**src/rtl/alu8_share_arbiter_pkg.sv**
```systemverilog
// alu8_arb_pkg: shared constants, opcodes and FSM states for alu8_share_arbiter.
// TIMEOUT is only consumed when ALU_ARB_TIMEOUT_EN is defined.
package alu8_arb_pkg;

    localparam int W       = 8;
    localparam int N_REQ   = 4;
    localparam int TIMEOUT = 15;

    localparam logic [1:0] OP_ADD = 2'b00;
    localparam logic [1:0] OP_AND = 2'b01;
    localparam logic [1:0] OP_OR  = 2'b10;
    localparam logic [1:0] OP_XOR = 2'b11;

    typedef enum logic [1:0] {
        ST_IDLE = 2'd0,
        ST_EXEC = 2'd1,
        ST_RESP = 2'd2
    } state_t;

    function automatic logic [N_REQ-1:0] onehot4(input logic [1:0] idx);
        return 4'b0001 << idx;
    endfunction

endpackage

```
**src/rtl/alu8_share_arbiter_if.sv**
```systemverilog
// alu8_share_arbiter_if: request/response bundle between requesters and the arbiter.
// master = requester side, slave = arbiter side.
interface alu8_share_arbiter_if;
    import alu8_arb_pkg::*;

    logic [N_REQ-1:0]   req_valid;
    logic [N_REQ*W-1:0] req_a;
    logic [N_REQ*W-1:0] req_b;
    logic [N_REQ*2-1:0] req_op;
    logic [N_REQ-1:0]   req_ready;
    logic [N_REQ-1:0]   rsp_valid;
    logic [W-1:0]       rsp_data;
    logic               rsp_cout;
    logic [N_REQ-1:0]   rsp_ready;
    logic               rsp_drop;

    modport master (
        output req_valid, req_a, req_b, req_op, rsp_ready,
        input  req_ready, rsp_valid, rsp_data, rsp_cout, rsp_drop
    );

    modport slave (
        input  req_valid, req_a, req_b, req_op, rsp_ready,
        output req_ready, rsp_valid, rsp_data, rsp_cout, rsp_drop
    );

endinterface

```
**src/rtl/alu8_share_arbiter_rr_pick4.sv**
```systemverilog
// rr_pick4: combinational round-robin picker over 4 requests.
// Returns the first set request at or after ptr (mod 4).
module rr_pick4 (
    input  logic [3:0] req,
    input  logic [1:0] ptr,
    output logic [1:0] gnt_idx,
    output logic       any
);

    logic [1:0] idx;

    // Walk from farthest to nearest so the nearest set request wins.
    always_comb begin
        gnt_idx = ptr;
        idx     = '0;
        any     = |req;
        for (int k = 3; k >= 0; k--) begin
            idx = ptr + 2'(k);
            if (req[idx]) begin
                gnt_idx = idx;
            end
        end
    end

endmodule

```
**src/rtl/alu8_share_arbiter.sv**
```systemverilog
// alu8_share_arbiter: round-robin share of one external 8-bit ALU among 4 requesters.
// Define ALU_ARB_TIMEOUT_EN to drop results not accepted within TIMEOUT cycles.
module alu8_share_arbiter
    import alu8_arb_pkg::*;
(
    input  logic                clk,
    input  logic                rst,
    alu8_share_arbiter_if.slave bus,
    output logic [W-1:0]        alu_a,
    output logic [W-1:0]        alu_b,
    output logic [1:0]          alu_op,
    input  logic [W-1:0]        alu_res,
    input  logic                alu_cout
);

    state_t     st, st_n;
    logic [1:0] ptr, owner, gnt;
    logic       any, take, acc, tmo;
    logic [W-1:0] rsp_data_q;
    logic         rsp_cout_q;

    rr_pick4 u_pick (
        .req     (bus.req_valid),
        .ptr     (ptr),
        .gnt_idx (gnt),
        .any     (any)
    );

    assign take = (st == ST_IDLE) && any && !rst;
    assign acc  = (st == ST_RESP) && bus.rsp_ready[owner];

    assign bus.req_ready = take ? onehot4(gnt) : '0;
    assign bus.rsp_valid = (st == ST_RESP) ? onehot4(owner) : '0;
    assign bus.rsp_data  = rsp_data_q;
    assign bus.rsp_cout  = rsp_cout_q;

    always_comb begin
        st_n = st;
        unique case (st)
            ST_IDLE: if (take) st_n = ST_EXEC;
            ST_EXEC: st_n = ST_RESP;
            ST_RESP: if (acc || tmo) st_n = ST_IDLE;
            default: st_n = ST_IDLE;
        endcase
    end

    always_ff @(posedge clk) begin
        if (rst) begin
            st         <= ST_IDLE;
            ptr        <= '0;
            owner      <= '0;
            alu_a      <= '0;
            alu_b      <= '0;
            alu_op     <= '0;
            rsp_data_q <= '0;
            rsp_cout_q <= 1'b0;
        end else begin
            st <= st_n;
            if (take) begin
                owner  <= gnt;
                alu_a  <= bus.req_a[int'(gnt)*W +: W];
                alu_b  <= bus.req_b[int'(gnt)*W +: W];
                alu_op <= bus.req_op[int'(gnt)*2 +: 2];
            end
            // Carry is only meaningful for ADD; logic ops report 0.
            if (st == ST_EXEC) begin
                rsp_data_q <= alu_res;
                rsp_cout_q <= (alu_op == OP_ADD) && alu_cout;
            end
            if (acc || tmo) begin
                ptr <= owner + 2'd1;
            end
        end
    end

`ifdef ALU_ARB_TIMEOUT_EN
    logic [3:0] cnt;
    logic       drop_q;

    // An accept in the final cycle wins over the timeout.
    assign tmo = (st == ST_RESP) && !bus.rsp_ready[owner]
               && (cnt == 4'(TIMEOUT - 1));
    assign bus.rsp_drop = drop_q;

    always_ff @(posedge clk) begin
        if (rst) begin
            cnt    <= '0;
            drop_q <= 1'b0;
        end else begin
            drop_q <= tmo;
            if (st == ST_EXEC) begin
                cnt <= '0;
            end else if ((st == ST_RESP) && !bus.rsp_ready[owner]) begin
                cnt <= cnt + 4'd1;
            end
        end
    end
`else
    assign tmo          = 1'b0;
    assign bus.rsp_drop = 1'b0;
`endif

endmodule

```
**src/flat_wrapper.sv**
```systemverilog
// flat-port wrapper written by rule: the top's interface ports become plain ports
module alu8_share_arbiter_flat import alu8_arb_pkg::*;
  (clk, rst, alu_a, alu_b, alu_op, alu_res, alu_cout, bus_req_valid, bus_req_a, bus_req_b, bus_req_op, bus_rsp_ready, bus_req_ready, bus_rsp_valid, bus_rsp_data, bus_rsp_cout, bus_rsp_drop);
  alu8_share_arbiter_if bus_i ();
  input  logic clk;
  input  logic rst;
  output logic [W-1:0] alu_a;
  output logic [W-1:0] alu_b;
  output logic [1:0] alu_op;
  input  logic [W-1:0] alu_res;
  input  logic alu_cout;
  input wire logic [$bits(bus_i.req_valid)-1:0] bus_req_valid;
  input wire logic [$bits(bus_i.req_a)-1:0] bus_req_a;
  input wire logic [$bits(bus_i.req_b)-1:0] bus_req_b;
  input wire logic [$bits(bus_i.req_op)-1:0] bus_req_op;
  input wire logic [$bits(bus_i.rsp_ready)-1:0] bus_rsp_ready;
  output wire logic [$bits(bus_i.req_ready)-1:0] bus_req_ready;
  output wire logic [$bits(bus_i.rsp_valid)-1:0] bus_rsp_valid;
  output wire logic [$bits(bus_i.rsp_data)-1:0] bus_rsp_data;
  output wire logic [$bits(bus_i.rsp_cout)-1:0] bus_rsp_cout;
  output wire logic [$bits(bus_i.rsp_drop)-1:0] bus_rsp_drop;
  assign bus_i.req_valid = bus_req_valid;
  assign bus_i.req_a = bus_req_a;
  assign bus_i.req_b = bus_req_b;
  assign bus_i.req_op = bus_req_op;
  assign bus_i.rsp_ready = bus_rsp_ready;
  assign bus_req_ready = bus_i.req_ready;
  assign bus_rsp_valid = bus_i.rsp_valid;
  assign bus_rsp_data = bus_i.rsp_data;
  assign bus_rsp_cout = bus_i.rsp_cout;
  assign bus_rsp_drop = bus_i.rsp_drop;
  alu8_share_arbiter u_core (.clk(clk), .rst(rst), .bus(bus_i), .alu_a(alu_a), .alu_b(alu_b), .alu_op(alu_op), .alu_res(alu_res), .alu_cout(alu_cout));
endmodule
```
**config.mk**
```make
export PLATFORM = sky130hd
export DESIGN_NAME = alu8_share_arbiter_flat
export DESIGN_NICKNAME = d
export VERILOG_FILES = /design/src/rtl/alu8_share_arbiter_pkg.sv /design/src/rtl/alu8_share_arbiter_if.sv /design/src/rtl/alu8_share_arbiter_rr_pick4.sv /design/src/rtl/alu8_share_arbiter.sv /design/src/flat_wrapper.sv
export SDC_FILE = /design/constraint.sdc
export NUM_CORES = 1
export LEC_CHECK = 0
export BUFFER_PORTS_ARGS = -buffer_cell sky130_fd_sc_hd__buf_2
export CAP_MARGIN = 10
export CORE_MARGIN = 2
export CORE_UTILIZATION = 45
export CTS_CLUSTER_DIAMETER = 120
export CTS_CLUSTER_SIZE = 10
export DETAILED_ROUTE_END_ITERATION = 8
export GPL_TIMING_DRIVEN = 0
export PLACE_DENSITY = 0.86
export SYNTH_ARGS = -nofsm -noshare
export SYNTH_HDL_FRONTEND = slang
export SYNTH_HIERARCHICAL = 1
export SYNTH_SLANG_ARGS = --single-unit
```
**constraint.sdc**
```tcl
create_clock -name clk -period 3.4 [get_ports clk]
set_input_delay 0.34 -clock clk [delete_from_list [all_inputs] [get_ports clk]]
set_output_delay 0.34 -clock clk [all_outputs]
set_load 0.02 [all_outputs]
```
==> qor_table.md, run 1 <==
| Parameter | Reported | Unit |
| --- | --- | --- |
| Top-Level Pins | 127 | - |
| Routed wire length | 5210 | um |
| Aggregate negative setup slack | 0 | ns |
| Via-to-Cell Ratio | 5.03 | - |
| Critical register-to-register path startpoint | u_core/ptr[0] | - |
| Remaining Overflow, GRT | 0 | - |
| Std-Cell Core Area | 4350 | sq um |
| Cell depth of the worst flop-to-flop path | 7 | - |
| Synthesized area per cell | 10.0 | sq um |
| Clock root buffer | sky130_fd_sc_hd__clkbuf_8 | - |
| Share of the yosys chip area belonging to registers | 32.5 | % |
| Final instance count without filler cells | 387 | - |
| Top post-synthesis cells by count | sky130_fd_sc_hd__nand2_1 (38), sky130_fd_sc_hd__dfxtp_1 (33), sky130_fd_sc_hd__nand2b_1 (23) | - |
| Post-synthesis async set-or-reset flop share | 0 | % |
| Die Span Y | 71.2 | um |
| CP Data Required Time | 3.06 | ns |
| Number of buffers inserted for hold repair after clock tree synthesis | 0 | - |
| Largest net degree at the start of global routing | 11 | - |
| Chain of cells forming the critical path | and2b_2 -> or4_1 -> nand2_1 -> clkbuf_1 -> and3_1 -> buf_2 | - |
| Slowest stage delay, CP | 0.50 | ns |
| Number of antenna violations at the first check in global routing | 0 | - |
| Fillers | 373 | - |
| Remaining antenna violation count | 0 | - |
| Max-cap violation count | 0 | - |
| PwrDens | 400 | nW/um^2 |
| Post-layout min period | 2.72 | ns |
| Buffers added on ports | 124 | - |
| Crit Path Category | register to output port | - |
| Most repeated cell in the gate-level netlist after synthesis | sky130_fd_sc_hd__nand2_1 | - |
| Final Setup Violations | 0 | - |
| Core Rows | 24 | - |
| Data arrival, critical path | 2.38 | ns |
| Standard cell area after detailed placement | 2720 | sq um |
| Most used flip-flop cell after synthesis | sky130_fd_sc_hd__dfxtp_1 | - |
| Non-Filler Cell Area, Final | 2820 | sq um |
| WHS | 0.289 | ns |
| Multiplexer share of the synthesized area | 26.4 | % |
| Number of enable flip-flop cells after synthesis | 0 | - |
| Clock Skew | 0.00646 | ns |
| Worst-Skew Late Latency | 0.28 | ns |
| NumNets Final | 429 | - |
| Buffers inserted by post-CTS timing repair | 0 | - |
| Number of global-route vias before repair | 1939 | - |
| Critical Path Start Type | register | - |
| Worst setup EP type | output port | - |
| Inst Count DP | 379 | - |
| Netlist cell types | 35 | - |
| Cts repair resizes | 0 | - |
| CTS tree | done | - |
| Synthesized-area fraction occupied by ao, oa, aoi and oai cells | 9.59 | % |
| RSZ-0062 raised after global routing | false | - |
| Total via count after detailed routing | 1946 | - |
| Worst IR Drop VDD | 0.175 | mV |
| Synth Area in Adders | 2.46 | % |
| Area share of the largest cell type after synthesis | 32.5 | % |
| Largest cells by area after synthesis | sky130_fd_sc_hd__dfxtp_1 (32%), sky130_fd_sc_hd__mux4_1 (19%), sky130_fd_sc_hd__nand2b_1 (7.1%) | - |
| Number of instances in the synthesized netlist | 203 | - |
| Final Max Tran Viols | 0 | - |
| Number of endpoints with negative hold slack in the final report | 0 | - |
| H-tree depth | 2 | - |
| Area added between synthesis and finish | 38.7 | % |
| Wire length per cell after detailed routing | 13.5 | um |
| Nets in the synthesized netlist | 298 | - |
| Largest fanout on the critical path | 10 | - |
| Number of cells traversed by the worst hold path | 3 | - |
| Number of warnings issued by yosys | 6 | - |
| Highest Clock Rate | 0.368 | GHz |
| Area fraction in and, or, nand and nor cells after synthesis | 23.1 | % |
| Critical R2R Capture | u_core/alu_b[4] | - |
| CP delay by family, top | simple AND/OR/NAND/NOR gates | - |
| Register-to-register setup slack | 1.05 | ns |
| Clock buffers created by TritonCTS | 5 | - |
| Post-synthesis cell area | 2030 | sq um |
| Count of unresolved DRC violations after routing | 0 | - |
| Dominant cell type by area after synthesis | sky130_fd_sc_hd__dfxtp_1 | - |
| CTS Buffer Depth | 2 | - |
| Overall Global Routing Usage | 20.4 | % |
| Wire length of the first global-routing pass | 8270 | um |
| Synth Register Bits | 33 | - |
| Kind of path behind the tightest hold check | input pin to register | - |
| Number of optimization iterations in the first detailed-route pass | 4 | - |
| Number of buffer and inverter instances along the worst setup path | 2 | - |
| Final Cycle Share | 80.0 | % |
| Ant. Diodes | 0 | - |
| Horizontal die dimension | 71.2 | um |
| Detailed Route Iter0 Violations | 61 | - |
| Initial cell density of the core | 46.7 | % |
| Leakage component of the power | 1.37 | nW |
| Run status | finished, final reports clean | - |
| Number of clock sinks seen by CTS | 33 | - |
| Fraction of layout instances using a drive strength above 1 | 46.3 | % |
| Gpl congestion | 0.745 | - |
| Half-perimeter wire length after placement | 4310 | um |
| Combinational family with the most area after synthesis | multiplexers | - |
| XOR/XNOR Fraction of Synth Area | 0 | % |
| Terminating pin of the worst hold path | u_core/bus.rsp_data[6] | - |
| Die footprint | 5080 | sq um |
| Library cell contributing the largest single delay on the critical path | sky130_fd_sc_hd__or4_1 | - |
| Clock-pin transition on the worst setup and hold timing paths | 0.07 | ns |
| Hold wc startpoint | alu_res[6] | - |
==> through the flow <==
stage / setup slack [ns] / total power [W] / utilization (%)
floorplan: 1.29 / 0.000683 / -
finish: 0.681 / 0.00113 / 64.8
detailed placement: 0.878 / 0.000814 / 62.5
global route: 0.537 / 0.00119 / 64.8
global placement: 0.935 / 0.000803 / 62.5
CTS: 0.651 / 0.00114 / 64.8
==> report_power, final <==
part           leakage [nW]  total [W]  internal, W  switching, W
combinational          1.04   0.000342     0.000166      0.000176
sequential            0.272   0.000460     0.000432     0.0000284
clock                0.0542   0.000326     0.000183      0.000143
==> state kept, by name (all words and copies together) (netlist names) <==
register and count:
u_core/owner 2, u_core/bus.rsp_data 8, u_core/alu_b 8, u_core/alu_a 8, u_core/alu_op 2, u_core/st 2
u_core/bus.rsp_cout 1, u_core/ptr 2
==> layer usage <==
metal	track usage, %	wire (um)
met5	0	0
met4	6.50	42
met3	5.20	411
met1	22.8	2020
met2	37.9	2740
==> final cells by class <==
| class | count | area [sq um] | area share, % |
|---|---|---|---|
| tap | 52 | 65.1 | 2.31 |
| timing repair buffer | 124 | 621 | 22.0 |
| inverter | 3 | 11.3 | 0.399 |
| clock buffer | 7 | 96.3 | 3.41 |
| clock inverter | 1 | 5.00 | 0.177 |
| multi-input combinational | 151 | 1260 | 44.5 |
| sequential | 33 | 661 | 23.4 |
| buffer | 16 | 106 | 3.77 |
==> cells in the final DEF, fill, tap and decap left out, types with 4 or more instances in the layout <==
master and instances:
sky130_fd_sc_hd__clkbuf_1 5, sky130_fd_sc_hd__nor2_1 6, sky130_fd_sc_hd__mux4_1 15, sky130_fd_sc_hd__ha_1 4
sky130_fd_sc_hd__nand2_1 38, sky130_fd_sc_hd__o21ai_0 19, sky130_fd_sc_hd__buf_2 127, sky130_fd_sc_hd__mux4_2 4
sky130_fd_sc_hd__clkbuf_8 7, sky130_fd_sc_hd__and2_1 4, sky130_fd_sc_hd__nand2b_1 23, sky130_fd_sc_hd__a21oi_1 12
sky130_fd_sc_hd__dfxtp_1 33, sky130_fd_sc_hd__buf_6 4
==> worst register-to-register path: stages, from the launching register on <==
cell and delay [ns]:
sky130_fd_sc_hd__dfxtp_1 0.37, sky130_fd_sc_hd__and2b_2 0.23, sky130_fd_sc_hd__or4_1 0.50, sky130_fd_sc_hd__nand2_1 0.18
sky130_fd_sc_hd__clkbuf_1 0.42, sky130_fd_sc_hd__mux4_2 0.38, sky130_fd_sc_hd__nand2_1 0.07, sky130_fd_sc_hd__o21ai_0 0.08
==> logic make-up (layout without fill, tap and decap cells) <==
family / after synthesis / count (layout)
AND/OR/NAND/NOR: 87 / 87
multiplexers: 24 / 24
buffers and inverters: 19 / 151
flip-flops: 33 / 33
adder cells (fa/ha/maj): 4 / 4
other: 1 / 1
AO/OA/AOI/OAI: 35 / 35
==> worst max-delay path by stage <==
stage                          start          endpoint  slack (ns)  cells past startpoint
CTS                    u_core/ptr[0]  bus_req_ready[3]        0.65                      6
global route           u_core/ptr[0]  bus_req_ready[3]        0.54                      6
floorplan              u_core/ptr[0]  bus_req_ready[3]        1.29                      5
global placement    bus_req_valid[0]  bus_req_ready[3]        0.93                      7
finish                 u_core/ptr[0]  bus_req_ready[3]        0.68                      6
detailed placement  bus_req_valid[0]  bus_req_ready[3]        0.88                      7
Power figures use the tool's default switching activity.
==> inputs of run 2 (changes only) <==
--- a/config.mk
+++ b/config.mk
@@ -8,12 +8,12 @@
 export BUFFER_PORTS_ARGS = -buffer_cell sky130_fd_sc_hd__buf_2
 export CAP_MARGIN = 10
 export CORE_MARGIN = 2
-export CORE_UTILIZATION = 45
+export CORE_UTILIZATION = 43
 export CTS_CLUSTER_DIAMETER = 120
 export CTS_CLUSTER_SIZE = 10
 export DETAILED_ROUTE_END_ITERATION = 8
 export GPL_TIMING_DRIVEN = 0
-export PLACE_DENSITY = 0.86
+export PLACE_DENSITY = 0.82
 export SYNTH_ARGS = -nofsm -noshare
 export SYNTH_HDL_FRONTEND = slang
 export SYNTH_HIERARCHICAL = 1
==> constraint.sdc (replaced) <==
create_clock -name clk -period 2.8 [get_ports clk]
set_input_delay 0.28 -clock clk [delete_from_list [all_inputs] [get_ports clk]]
set_output_delay 0.28 -clock clk [all_outputs]
set_load 0.02 [all_outputs]
==> run 2 against run 1 <==
Power up 17%. Wire length down 1.7%. Sequential power up 21%. Count of clock-buffer cells in the layout down 2. Design area down 0.40%. Utilization down 4.1 points. Critical path type unchanged.
==> qor_table.md, run 2 (same netlist as run 1, synthesis figures left out) <==
| Parameter | Reported | Unit | Change |
| --- | --- | --- | --- |
| Number of antenna violations at the first check in global routing | 0 | - | unchanged |
| Worst-Skew Late Latency | 0.28 | ns | about the same |
| Post-layout min period | 2.47 | ns |  |
| Number of buffers inserted for hold repair after clock tree synthesis | 0 | - | unchanged |
| Leakage component of the power | 1.36 | nW | -0.51% |
| Number of cells traversed by the worst hold path | 3 | - | unchanged |
| Inst Count DP | 381 | - | +0.53% |
| Share of power burned in registers | 42.3 | % | +1.5 points |
| Total via count after detailed routing | 1939 | - | -0.36% |
| Comb pwr share | 31.7 | % | +1.4 points |
| Half-perimeter wire length after placement | 4230 | um | -1.8% |
| CP Data Required Time | 2.52 | ns | -0.54 ns |
| Setup slack at placement | 0.420 | ns | -0.458 ns |
| PwrDens | 468 | nW/um^2 | +17% |
| Highest Clock Rate | 0.405 | GHz |  |
| Max-cap violation count | 0 | - | unchanged |
| Area added between synthesis and finish | 38.1 | % |  |
| Top-Level Pins | 127 | - | unchanged |
| Leading cell type in the layout, fill and taps excluded | sky130_fd_sc_hd__buf_2 | - |  |
| Ant. Diodes | 0 | - | unchanged |
| Final Cycle Share | 88.3 | % |  |
| Kind of path behind the tightest hold check | input pin to register | - |  |
| Final Setup Violations | 0 | - | unchanged |
| Wire length of the first global-routing pass | 8010 | um | -3.1% |
| Total power of the final layout | 0.00131 | W | +17% |
| Number of endpoints with negative hold slack in the final report | 0 | - | unchanged |
| Remaining Overflow, GRT | 0 | - | unchanged |
| Net Switching | 0.000417 | W | +20% |
| Overall Global Routing Usage | 19.5 | % | -0.93 points |
| NumNets Final | 429 | - | unchanged |
| Horizontal die dimension | 72.8 | um | +2.2% |
| Run status | finished, final reports clean | - |  |
| Largest net degree at the start of global routing | 12 | - | +1 |
| Aggregate negative setup slack | 0 | ns | unchanged |
| Routed wire length | 5120 | um | -1.7% |
| Sw Share | 31.7 | % | +0.93 points |
| Number of clock sinks seen by CTS | 33 | - | unchanged |
| Die Span Y | 72.8 | um | +2.2% |
| Highest-count cells in the layout ignoring fill and taps | sky130_fd_sc_hd__buf_2 (127), sky130_fd_sc_hd__nand2_1 (38), sky130_fd_sc_hd__dfxtp_1 (33) | - |  |
| Critical Path Start Type | register | - |  |
| Clock network fraction of design power | 26.0 | % | -2.9 points |
| Final instance count without filler cells | 389 | - | +0.52% |
| Count of unresolved DRC violations after routing | 0 | - | unchanged |
| Number of optimization iterations in the first detailed-route pass | 4 | - | unchanged |
| Die footprint | 5300 | sq um | +4.4% |
| RSZ-0062 raised after global routing | false | - |  |
| Clock buffers created by TritonCTS | 5 | - | unchanged |
| Crit Path Category | register to output port | - |  |
| Fraction of layout instances using a drive strength above 1 | 46.6 | % | +0.30 points |
| Remaining antenna violation count | 0 | - | unchanged |
| Core Rows | 25 | - | +4.2% |
| Via-to-Cell Ratio | 4.98 | - | -0.87% |
| Gpl congestion | 0.777 | - | +4.3% |
| Std-Cell Core Area | 4630 | sq um | +6.3% |
| Cell depth of the worst flop-to-flop path | 7 | - | unchanged |
| CTS Buffer Depth | 2 | - | unchanged |
| Worst IR Drop VDD | 0.200 | mV | +14% |
| Clock-pin transition on the worst setup and hold timing paths | 0.07 | ns | about the same |
| Buffers added on ports | 124 | - | unchanged |
| Worst-case setup margin in the final layout | 0.328 | ns | -0.353 ns |
| Largest fanout on the critical path | 10 | - | unchanged |
| Wire length per cell after detailed routing | 13.2 | um | -2.2% |
| Worst setup EP type | output port | - |  |
| Clock root buffer | sky130_fd_sc_hd__clkbuf_8 | - |  |
| Clock Skew | 0.00327 | ns | -0.00320 ns |
| CTS tree | done | - |  |
| Detailed Route Iter0 Violations | 53 | - | -13% |
| Final Max Tran Viols | 0 | - | unchanged |
| H-tree depth | 2 | - | unchanged |
| Data arrival, critical path | 2.19 | ns | -0.19 ns |
| Number of global-route vias before repair | 1937 | - | -0.10% |
| Internal Dissipation | 0.000897 | W | +15% |
| Initial cell density of the core | 43.9 | % | -2.8 points |
## run 2: cell count changes in the layout (fill, tap and decap cells not counted), sizes merged
cell / delta
clkinvlp: +1
clkbuf: -2
clkinv: +1
## run 2: path summary, 6_finish.rpt
path	startpoint	slack [ns]	endpoint
min	alu_res[4]	0.23	u_core/bus.rsp_data[4]
max reg2reg	u_core/ptr[0]	0.50	u_core/alu_a[7]
min reg2reg	u_core/bus.rsp_data[6]	0.46	u_core/bus.rsp_data[6]
max	u_core/ptr[0]	0.33	bus_req_ready[2]
## run 2: final cells by class
| cell class | count | area [sq um] |
|---|---|---|
| Multi-Input combinational cell | 151 | 1260 |
| Clock inverter | 3 | 17.5 |
| Inverter | 3 | 11.3 |
| Timing Repair Buffer | 124 | 621 |
| Clock buffer | 5 | 68.8 |
| Tap cell | 54 | 67.6 |
| Buffer | 16 | 108 |
| Fill cell | 417 | 1820 |
| Sequential cell | 33 | 661 |
## run 2: per-stage QoR
step | area, sq um | utilization (%) | hold WS, ns
2_1_floorplan | 2030 | - | 0.416
3_3_place_gp | 2720 | 58.8 | 0.438
3_5_place_dp | 2720 | 58.8 | 0.449
4_1_cts | 2810 | 60.7 | 0.219
5_1_grt | 2810 | 60.7 | 0.235
6_report | 2810 | 60.7 | 0.234
## run 2: routing by layer
layer  GRT usage (%)  wire, um
met5               0         0
met4            7.41        21
met3            4.42       391
met2            37.3      2730
met1            20.5      1980
## run 2: power groups by stage
stage                     Combinational, W  Clock, W  Sequential (W)
after global placement            0.000410         0        0.000565
after global routing              0.000455  0.000377        0.000565
after detailed placement          0.000421         0        0.000567
after floorplan                   0.000203         0        0.000626
final                             0.000416  0.000341        0.000556
after CTS                         0.000421  0.000356        0.000558
## run 2: what timing repair did
action / in CTS / in global routing
gates resized for setup: 0 / 2
buffers inserted: 0 / 0
endpoints found under the setup margin: 0 / 2
## run 2: critical path, stage by stage, from the launching register on
cell                       delay, ns
sky130_fd_sc_hd__dfxtp_1        0.38
sky130_fd_sc_hd__and2b_2        0.22
sky130_fd_sc_hd__or4_1          0.49
sky130_fd_sc_hd__nand2_1        0.17
sky130_fd_sc_hd__clkbuf_2       0.28
sky130_fd_sc_hd__and3b_1        0.21
sky130_fd_sc_hd__buf_2          0.16
==> inputs of run 3 (changes only) <==
--- a/config.mk
+++ b/config.mk
@@ -5,15 +5,16 @@
 export SDC_FILE = /design/constraint.sdc
 export NUM_CORES = 1
 export LEC_CHECK = 0
-export BUFFER_PORTS_ARGS = -buffer_cell sky130_fd_sc_hd__buf_2
+export ABC_AREA = 1
 export CAP_MARGIN = 10
 export CORE_MARGIN = 2
-export CORE_UTILIZATION = 43
+export CORE_UTILIZATION = 45
 export CTS_CLUSTER_DIAMETER = 120
 export CTS_CLUSTER_SIZE = 10
 export DETAILED_ROUTE_END_ITERATION = 8
+export DONT_BUFFER_PORTS = 1
 export GPL_TIMING_DRIVEN = 0
-export PLACE_DENSITY = 0.82
+export PLACE_DENSITY = 0.62
 export SYNTH_ARGS = -nofsm -noshare
 export SYNTH_HDL_FRONTEND = slang
 export SYNTH_HIERARCHICAL = 1
==> run 3 against run 2 <==
Clock power is 3% higher. Die area is 1.4% lower. Sequential share of layout area is 5.8 points higher. Clock skew is 0.0026 ns higher. Largest cell class unchanged. Critical path type unchanged. Synthesized area is 3.1% higher. Worst hold slack worse by 0.17 ns. First-iteration DRC count grew 81%. Maximum frequency is 4.5% lower. Sequential cell count did not move. Count of clock-buffer cells in the layout stayed put.
==> qor_table.md, run 3 <==
| Parameter | Reported | Unit | Change |
| --- | --- | --- | --- |
| Highest-count cells in the layout ignoring fill and taps | sky130_fd_sc_hd__nand2_1 (76), sky130_fd_sc_hd__nor2_1 (62), sky130_fd_sc_hd__o21ai_0 (45) | - |  |
| Number of optimization iterations in the first detailed-route pass | 4 | - | unchanged |
| Top post-synthesis cells by count | sky130_fd_sc_hd__nand2_1 (76), sky130_fd_sc_hd__nor2_1 (62), sky130_fd_sc_hd__o21ai_0 (45) | - |  |
| Multi-input combinational cell area | 1180 | sq um | -5.8% |
| Remaining antenna violation count | 0 | - | unchanged |
| CTS tree | done | - |  |
| Post-layout min period | 2.59 | ns | +0.117 ns |
| Netlist cell types | 24 | - | -31% |
| Final Cycle Share | 92.5 | % | +4.2 points |
| Critical R2R Capture | u_core/alu_op[0] | - |  |
| CTS Buffer Depth | 2 | - | unchanged |
| Die Span Y | 72.3 | um | -0.71% |
| Max transition margin | 56.5 | % |  |
| Number of cells on the critical path | 13 | - | +7 |
| Synthesized area per cell | 6.30 | sq um | -37% |
| Critical Path Start Type | register | - |  |
| Met2 usage in global routing | 36.7 | % | -0.58 points |
| Total power of the final layout | 0.00156 | W | +19% |
| Area share of the largest cell type after synthesis | 31.5 | % | -0.97 points |
| Wire length per cell after detailed routing | 14.9 | um | +13% |
| Inst Count DP | 385 | - | +1.0% |
| Top-Level Pins | 127 | - | unchanged |
| Largest net degree at the start of global routing | 12 | - | unchanged |
| Post-synthesis async set-or-reset flop share | 0 | % | unchanged |
| Fillers | 489 | - | +17% |
| Clock buffers created by TritonCTS | 5 | - | unchanged |
| Gpl congestion | 0.873 | - | +12% |
| Initial cell density of the core | 47.5 | % | +3.6 points |
| Die footprint | 5220 | sq um | -1.4% |
| NumNets Final | 435 | - | +1.4% |
| Library cell contributing the largest single delay on the critical path | sky130_fd_sc_hd__nor3_1 | - |  |
| Met1 track utilization from global routing | 27.0 | % | +6.5 points |
| Leakage component of the power | 1.06 | nW | -22% |
| Overall Global Routing Usage | 21.8 | % | +2.3 points |
| Kind of path behind the tightest hold check | input pin to register | - |  |
| Cell depth of the worst flop-to-flop path | 16 | - | +9 |
| Worst IR Drop VDD | 0.324 | mV | +62% |
| Clock Skew | 0.00589 | ns | +0.00262 ns |
| Number of antenna violations at the first check in global routing | 0 | - | unchanged |
| Leading cell type in the layout, fill and taps excluded | sky130_fd_sc_hd__nand2_1 | - |  |
| Critical register-to-register path startpoint | u_core/ptr[0] | - |  |
| Buffers inserted by post-CTS timing repair | 0 | - | unchanged |
| Number of clock sinks seen by CTS | 33 | - | unchanged |
| Nets in the synthesized netlist | 428 | - | +44% |
| Wire length of the first global-routing pass | 8960 | um | +12% |
| Fraction of layout instances using a drive strength above 1 | 12.9 | % | -34 points |
| Final Max Tran Viols | 0 | - | unchanged |
| Most used routing layer in global routing | met2 | - |  |
| PwrDens | 691 | nW/um^2 | +48% |
| Ant. Diodes | 0 | - | unchanged |
| Most numerous cell on the critical path | sky130_fd_sc_hd__nand2_1 | - |  |
| Number of warnings issued by yosys | 6 | - | unchanged |
| Data arrival, critical path | 2.31 | ns | +0.12 ns |
| Run status | finished, final reports clean | - |  |
| Chain of cells forming the critical path | buf_6 -> nand2_1 -> o21ai_1 -> nand2_1 -> nand2_1 -> inv_1 -> nand2_1 -> nand2_1 -> nand2_1 -> nand2_1 -> buf_4 -> buf_6 -> nor3_1 | - |  |
| Detailed Route Iter0 Violations | 96 | - | +81% |
| Remaining Overflow, GRT | 0 | - | unchanged |
| Most used flip-flop cell after synthesis | sky130_fd_sc_hd__dfxtp_1 | - |  |
| Worst Setup EP | bus_req_ready[0] | - |  |
| Area added between synthesis and finish | 7.46 | % |  |
| Dominant cell type by area after synthesis | sky130_fd_sc_hd__dfxtp_1 | - |  |
| Largest cells by area after synthesis | sky130_fd_sc_hd__dfxtp_1 (32%), sky130_fd_sc_hd__nand2_1 (14%), sky130_fd_sc_hd__nor2_1 (11%) | - |  |
| Worst-Skew Late Latency | 0.28 | ns | about the same |
| Number of buffer and inverter instances along the worst setup path | 4 | - | +2 |
| Largest fanout on the critical path | 10 | - | unchanged |
| Final instance count without filler cells | 393 | - | +1.0% |
| Number of global-route vias before repair | 1995 | - | +3.0% |
| Max-cap violation count | 0 | - | unchanged |
| Crit Path Category | register to output port | - |  |
| Post-synthesis cell area | 2100 | sq um | +3.1% |
| CP Data Required Time | 2.52 | ns | about the same |
| Total via count after detailed routing | 2153 | - | +11% |
| CP delay by family, top | simple AND/OR/NAND/NOR gates | - |  |
| Launching instance or port of the critical path | u_core/ptr[0] | - |  |
| Met3 demand-to-capacity share in global routing | 6.67 | % | +2.2 points |
| Slowest stage delay, CP | 0.54 | ns | +0.05 ns |
| Number of enable flip-flop cells after synthesis | 0 | - | unchanged |
| Most repeated cell in the gate-level netlist after synthesis | sky130_fd_sc_hd__nand2_1 | - |  |
| Count of unresolved DRC violations after routing | 0 | - | unchanged |
| Final Setup Violations | 0 | - | unchanged |
| Via-to-Cell Ratio | 5.48 | - | +9.9% |
| Aggregate negative setup slack | 0 | ns | unchanged |
| Half-perimeter wire length after placement | 4380 | um | +3.6% |
| Synth Register Bits | 33 | - | unchanged |
| Worst-Margin Slew | 0.647 | ns |  |
| Horizontal die dimension | 72.3 | um | -0.71% |
| Register-to-register setup slack | 0.71 | ns | +0.21 ns |
| H-tree depth | 2 | - | unchanged |
| Clock-pin transition on the worst setup and hold timing paths | 0.07 | ns | about the same |
| Number of instances in the synthesized netlist | 333 | - | +64% |
| Number of buffers inserted for hold repair after clock tree synthesis | 0 | - | unchanged |
| Number of endpoints with negative hold slack in the final report | 0 | - | unchanged |
| Std-Cell Core Area | 4410 | sq um | -4.6% |
| Clock root buffer | sky130_fd_sc_hd__clkbuf_8 | - |  |
| Core Rows | 24 | - | -4.0% |
| Share of the yosys chip area belonging to registers | 31.5 | % | -0.97 points |
| Buffers added on ports | 0 | - | -100% |
| Worst setup EP type | output port | - |  |
| Routed wire length | 5860 | um | +14% |
| Highest Clock Rate | 0.386 | GHz | -4.5% |
| Register cell area after layout | 661 | sq um | unchanged |
| RSZ-0062 raised after global routing | false | - |  |
## run 3: cell types whose count changed after synthesis, moves of 7 or more
cell	delta
sky130_fd_sc_hd__nor2_1	+56
sky130_fd_sc_hd__o22ai_1	+18
sky130_fd_sc_hd__a21oi_1	-7
sky130_fd_sc_hd__nand2_1	+38
sky130_fd_sc_hd__nand2b_1	-23
sky130_fd_sc_hd__inv_1	+14
sky130_fd_sc_hd__inv_2	+10
sky130_fd_sc_hd__mux4_1	-15
sky130_fd_sc_hd__nand3_1	+26
sky130_fd_sc_hd__o21ai_0	+26
## run 3: cells by family after synthesis
group / synth area share [%]
flops: 31.5
fa+ha+maj: 2.39
compound gates: 17.8
buf+inv: 12.3
other cells: 0.179
simple gates: 35.9
## run 3: metrics by stage
stage	util, %	hold slack, ns	setup slack (ns)	area, sq um
floorplan	-	0.349	0.721	2100
global route	51.0	0.0392	0.0342	2250
finish	51.0	0.0591	0.211	2250
CTS	50.9	0.0482	0.194	2250
global placement	49.0	0.351	0.527	2160
detailed placement	49.0	0.353	0.519	2160
## run 3: how the worst min path moves through the flow
stage	start	cells past startpoint	end	slack (ns)
2_1_floorplan	rst	1	u_core/owner[1]	0.35
3_3_place_gp	rst	1	u_core/owner[1]	0.35
5_1_grt	rst	1	u_core/st[1]	0.04
3_5_place_dp	rst	1	u_core/st[1]	0.35
4_1_cts	rst	1	u_core/st[1]	0.05
6_report	rst	1	u_core/st[1]	0.06
## run 3: power breakdown
group	internal [W]	switching, W
clock network	0.000171	0.000178
registers	0.000544	0.000138
logic	0.000189	0.000337
total	0.000905	0.000653
## run 3: layout make-up
cell class,instances,area share [%]
clock buffers,5,3.05
multi-input cells,252,52.5
clock inverters,3,0.777
well taps,52,2.89
inverters,28,4.89
flip-flops and latches,33,29.3
plain buffers,20,6.55
## run 3: what timing repair did
| item | in CTS | in global routing |
|---|---|---|
| resized for setup | 0 | 1 |
| setup endpoints to repair | 0 | 1 |
| endpoints found under the hold margin | 0 | 0 |
## run 3: routing by layer
metal	routed length (um)	part of all wire, %	vias up
met5	0	0	-
met4	15	0.26	0
met3	525	9.0	2
met2	2840	48	83
met1	2480	42	975
li1	-	-	1093
